[config.mk]
export PLATFORM = sky130hd
export DESIGN_NAME = serial_magnitude_comparator
export DESIGN_NICKNAME = d
export VERILOG_FILES = /design/src/rtl/serial_cmp_pkg.sv /design/src/rtl/bit_compare_cell.sv /design/src/rtl/serial_magnitude_comparator.sv
export SDC_FILE = /design/constraint.sdc
export NUM_CORES = 1
export LEC_CHECK = 0
export BUFFER_PORTS_ARGS = -buffer_cell sky130_fd_sc_hd__buf_2
export CAP_MARGIN = 10
export CORE_UTILIZATION = 50
export CTS_CLUSTER_DIAMETER = 60
export DETAILED_ROUTE_END_ITERATION = 10
export PLACE_DENSITY_LB_ADDON = 0.2
export SLEW_MARGIN = 20
export SYNTH_ARGS = -nofsm -noshare
export SYNTH_HDL_FRONTEND = slang
export SYNTH_SLANG_ARGS = --single-unit
[constraint.sdc]
create_clock -name clk -period 3.4 [get_ports clk]
set_input_delay 0.68 -clock clk [delete_from_list [all_inputs] [get_ports clk]]
set_output_delay 0.68 -clock clk [all_outputs]
set_load 0.03 [all_outputs]
[src/rtl/serial_cmp_pkg.sv]
// Shared relation codes, FSM encoding and helpers for the serial magnitude comparator.
package serial_cmp_pkg;

  localparam logic [2:0] REL_GT = 3'b100;
  localparam logic [2:0] REL_EQ = 3'b010;
  localparam logic [2:0] REL_LT = 3'b001;

  typedef enum logic [1:0] {
    IDLE = 2'd0,
    SCAN = 2'd1,
    DONE = 2'd2
  } state_t;

  // Swapping gt and lt leaves eq untouched, so it is safe to apply to any code.
  function automatic logic [2:0] swap_rel(input logic [2:0] rel);
    return {rel[0], rel[1], rel[2]};
  endfunction

endpackage

[src/rtl/bit_compare_cell.sv]
// One-bit magnitude compare cell producing the {gt, eq, lt} relation code.
module bit_compare_cell
  import serial_cmp_pkg::*;
(
  input  logic       a_bit,
  input  logic       b_bit,
  output logic [2:0] y
);

  always_comb begin
    y = REL_EQ;
    if (a_bit && !b_bit) begin
      y = REL_GT;
    end else if (!a_bit && b_bit) begin
      y = REL_LT;
    end
  end

endmodule

[src/rtl/serial_magnitude_comparator.sv]
// MSB-first serial magnitude comparator (unsigned or two's complement) with valid/ready handshakes.
// Optional build macro SERCMP_EARLY_EXIT_EN ends the scan at the first differing bit.
module serial_magnitude_comparator
  import serial_cmp_pkg::*;
#(
  parameter int WIDTH = 8
) (
  input  logic             clk,
  input  logic             rst_n,
  input  logic             in_valid,
  output logic             in_ready,
  input  logic [WIDTH-1:0] a,
  input  logic [WIDTH-1:0] b,
  input  logic             signed_cmp,
  output logic             out_valid,
  input  logic             out_ready,
  output logic [2:0]       y,
  output logic             busy
);

  localparam int CNT_W = (WIDTH > 1) ? $clog2(WIDTH) : 1;
  localparam logic [CNT_W-1:0] CNT_TOP = CNT_W'(WIDTH - 1);

  state_t           state_reg;
  logic [WIDTH-1:0] a_sh_reg;
  logic [WIDTH-1:0] b_sh_reg;
  logic             signed_reg;
  logic [CNT_W-1:0] cnt_reg;
  logic [2:0]       rel_reg;
  logic             in_ready_reg;
  logic             out_valid_reg;
  logic             busy_reg;
  logic [2:0]       y_reg;

  logic [2:0]       cell_y;
  logic [2:0]       rel_next;
  logic             scan_last;

  bit_compare_cell u_cell (
    .a_bit (a_sh_reg[WIDTH-1]),
    .b_bit (b_sh_reg[WIDTH-1]),
    .y     (cell_y)
  );

  // Only the first differing bit decides; the sign bit is always the first one scanned.
  always_comb begin
    rel_next = rel_reg;
    if (rel_reg == REL_EQ) begin
      rel_next = cell_y;
      if (signed_reg && (cnt_reg == CNT_TOP)) begin
        rel_next = swap_rel(cell_y);
      end
    end
  end

`ifdef SERCMP_EARLY_EXIT_EN
  assign scan_last = (cnt_reg == '0) || (rel_next != REL_EQ);
`else
  assign scan_last = (cnt_reg == '0);
`endif

  always_ff @(posedge clk) begin
    if (!rst_n) begin
      state_reg     <= IDLE;
      a_sh_reg      <= '0;
      b_sh_reg      <= '0;
      signed_reg    <= 1'b0;
      cnt_reg       <= '0;
      rel_reg       <= '0;
      in_ready_reg  <= 1'b1;
      out_valid_reg <= 1'b0;
      busy_reg      <= 1'b0;
      y_reg         <= '0;
    end else begin
      case (state_reg)
        IDLE: begin
          if (in_valid && in_ready_reg) begin
            a_sh_reg     <= a;
            b_sh_reg     <= b;
            signed_reg   <= signed_cmp;
            rel_reg      <= REL_EQ;
            cnt_reg      <= CNT_TOP;
            in_ready_reg <= 1'b0;
            busy_reg     <= 1'b1;
            state_reg    <= SCAN;
          end
        end
        SCAN: begin
          rel_reg  <= rel_next;
          a_sh_reg <= a_sh_reg << 1;
          b_sh_reg <= b_sh_reg << 1;
          cnt_reg  <= cnt_reg - 1'b1;
          if (scan_last) begin
            out_valid_reg <= 1'b1;
            y_reg         <= rel_next;
            state_reg     <= DONE;
          end
        end
        DONE: begin
          if (out_ready) begin
            out_valid_reg <= 1'b0;
            y_reg         <= '0;
            busy_reg      <= 1'b0;
            in_ready_reg  <= 1'b1;
            state_reg     <= IDLE;
          end
        end
        default: begin
          state_reg <= IDLE;
        end
      endcase
    end
  end

  assign in_ready  = in_ready_reg;
  assign out_valid = out_valid_reg;
  assign y         = y_reg;
  assign busy      = busy_reg;

endmodule

==> qor.yml <==
cts_tree: "yes"
post_route_cells_drive_above_1_share: 0.209
placeableCoreArea_um2: 2570
cts_inserted_buffers: 5
die_w_um: 55.2
fin_nets: 216
syn-instance-count: 169
fraction_of_post_synthesis_cell_area_in_the_top_cell_type_by_area: 0.438
synth_top_cells_by_count: "34 x sky130_fd_sc_hd__nand2_1, 31 x sky130_fd_sc_hd__dfxtp_1, 18 x sky130_fd_sc_hd__o21ai_0"
clock_insertion_delay_worst_skew_ns: 0.34
cts_setup_buffers: 0
synth_top_family_by_area: "compound AO/OA/AOI/OAI gates"
synth.cell_area_um2: 1420
unrepaired_setup_endpoints_after_global_routing: "false"
highest_net_fanout_along_the_worst_path: 4
setup-tns-final_ns: 0
worst-endpoint-required_ns: 2.72
post_synthesis_share_of_cell_area_spent_on_full_adders_half_adders_and_majority_gates: 0.0442
dr.pass1.iters: 5
insertedDiodeCount: 0
maximum_number_of_pins_on_one_net_before_global_route_repair: 36
cts.repair.resized: 0
slew-limit-headroom: 0.623
effective_utilization_at_floorplan: 0.552
post-route-drc-count: 0
drv_cap: 0
worstSetupEndpointType: "output pin"
fmax_mhz: 623
period_share: 0.472
pins_over_slew_limit: 0
critPathArrivalTime_ns: 0.93
hold-worst-slack_ns: 0.471
synth_fp_nets: 195
final_antenna_net_count: 0
hold_violations: 0
setup.worst_path.class: "reg -> out"
track_usage: 0.225
routed_wire_length_per_instance_um: 13.8
synthDominantAreaCellType: "sky130_fd_sc_hd__dfxtp_1"
power.density_cell_area_nw_per_um2: 546
cts_buffer_depth: 2
synth_most_common_cell: "sky130_fd_sc_hd__nand2_1"
grt_antenna_before_repair: 0
grt_pass1_wl_um: 5290
synth_cell_type_count: 33
timing.critical_path.from: "in_ready"
post_synth.cell_area_avg_um2: 8.38
synth-seq-cells: 31
placement_rows: 18
min_to: "y[1]"
via_count: 1265
number_of_buffers_added_on_ports: 26
timing.final.crit_period_ns: 1.61
cts-root-buf: "sky130_fd_sc_hd__clkbuf_4"
synth_edf_count: 0
max-vdd-ir-drop_mv: 0.356
rr_endpoint: "b_sh_reg[7]"
numClockSinks: 31
areaGrowthSynthToFinish_pct: 10.8
final_gp_congestion: 0.711
dp_hpwl_um: 2030
floorplan.die_area_um2: 3050
io_pins: 27
cts_hold_buf: 0
clk_pin_slew_worst_paths_ns: 0.10
synth_top_flop_cell: "sky130_fd_sc_hd__dfxtp_1"
cell_with_the_largest_stage_delay_on_the_worst_path: "sky130_fd_sc_hd__dfxtp_1"
worst-r2r-cell-count: 3
cp_top_family: "flip-flops"
synth_sequential_area_ratio: 0.438
timing.reg2reg.setup_slack_ns: 1.94
worst_setup_path_start_kind: "register"
crit_chain: "buf_2"
synth_simple_gate_area_frac: 0.207
finClkSkew_ns: 0.00298
critical_path.reg2reg.startpoint: "state_reg[1]"
timing_worst_slew_pin_value_ns: 0.565
die_y_um: 55.2
critical_path.n_buffers_inverters: 1
timing.final.setup_violations: 0
run_status: "completed"
area_fraction_in_compound_gates_after_synthesis: 0.219
yosysWarnings: 0
synth.area.mux_share: 0.0150
p_leak_nw: 0.639
post_drt_via_cell_ratio: 5.72
ys_async_sr_fraction: 0
timing.hold.worst.start: "y[1]"
initialDrtViolationCount: 40
worst_hold_path.num_cells: 2
cts-htree-levels: 2
grt_overflow: 0
hold_class: "reg -> reg"
detail_route.wirelength_um: 3040
ys_top_cells_by_area: "sky130_fd_sc_hd__dfxtp_1 44%, sky130_fd_sc_hd__nand2_1 9.0%, sky130_fd_sc_hd__a31oi_1 6.6%"
synth_xor_xnor_area_share: 0.00618
maximum_cell_stage_delay_along_the_critical_path_ns: 0.37
via_count_of_the_first_global_routing_pass: 1181
[layout make-up]
| class | count | area, um^2 |
|---|---|---|
| fill | 246 | 998 |
| multi-input combinational | 119 | 698 |
| sequential | 31 | 621 |
| timing repair buffer | 27 | 138 |
| clock buffer | 5 | 37.5 |
| tap | 30 | 37.5 |
| inverter | 6 | 22.5 |
| clock inverter | 3 | 15.0 |
[logic make-up (layout without fill, tap and decap cells)]
| family | count (synthesis) | in the layout |
|---|---|---|
| XOR/XNOR | 1 | 1 |
| flip-flops | 31 | 31 |
| buffers and inverters | 19 | 41 |
| adder cells (fa/ha/maj) | 5 | 5 |
| multiplexers | 2 | 2 |
| AO/OA/AOI/OAI | 53 | 53 |
| AND/OR/NAND/NOR | 58 | 58 |
[worst min-delay path, delay by kind of cell (launching register included)]
family | cells | cell delay [ns]
and+or+nand+nor | 1 | 0.06
AOI/OAI and AO/OA | 1 | 0.06
DFF | 1 | 0.32
[metrics by stage]
| stage | utilization | instances | instance area, um^2 | power, W | setup WS, ns |
|---|---|---|---|---|---|
| global placement | 0.590 | 213 | 1510 | 0.000642 | 1.73 |
| finish | 0.611 | 221 | 1570 | 0.000856 | 1.79 |
| CTS | 0.610 | 221 | 1570 | 0.000862 | 1.60 |
| global route | 0.611 | 221 | 1570 | 0.000912 | 1.73 |
| floorplan | - | 169 | 1420 | 0.000610 | 2.07 |
| detailed placement | 0.590 | 213 | 1510 | 0.000654 | 1.63 |
[cells in the final DEF, fill, tap and decap left out, types with 2 or more instances in the layout]
cell,synthesis,routed
sky130_fd_sc_hd__a31oi_1,15,15
sky130_fd_sc_hd__nor2b_1,2,2
sky130_fd_sc_hd__nand4bb_1,2,2
sky130_fd_sc_hd__o21a_1,2,2
sky130_fd_sc_hd__nand2_1,34,34
sky130_fd_sc_hd__nand3b_1,6,6
sky130_fd_sc_hd__nand3_1,5,5
sky130_fd_sc_hd__clkinv_2,0,3
sky130_fd_sc_hd__inv_1,6,6
sky130_fd_sc_hd__nor2_1,2,2
sky130_fd_sc_hd__o21ai_0,18,18
sky130_fd_sc_hd__ha_1,5,5
sky130_fd_sc_hd__a211oi_1,2,2
sky130_fd_sc_hd__clkbuf_4,0,5
sky130_fd_sc_hd__dfxtp_1,31,31
sky130_fd_sc_hd__buf_2,4,26
sky130_fd_sc_hd__a21oi_1,11,11
sky130_fd_sc_hd__o31ai_1,2,2
[routing by layer]
layer / global-route usage / routed length (um) / vias up
met4: 0.118 / 79 / 0
met2: 0.348 / 1410 / 22
li1: - / - / 635
met5: 0 / 0 / -
met1: 0.275 / 1410 / 600
met3: 0.0796 / 137 / 8
[report_power, final]
| part | switching, W | total [W] | internal [W] |
|---|---|---|---|
| Combinational | 0.000122 | 0.000200 | 0.0000775 |
| Sequential | 0.0000359 | 0.000449 | 0.000413 |
| Clock | 0.000131 | 0.000207 | 0.0000767 |
| Total | 0.000289 | 0.000856 | 0.000567 |
[worst max-delay path by stage]
stage | to | slack [ns] | cells after the start
after global routing | in_ready | 1.73 | 1
after detailed placement | b_sh_reg[7] | 1.63 | 3
after floorplan | state_reg[0] | 2.07 | 3
after CTS | b_sh_reg[7] | 1.60 | 3
after global placement | cnt_reg[1] | 1.73 | 4
final | in_ready | 1.79 | 1
(Power assumes the default switching activity.)
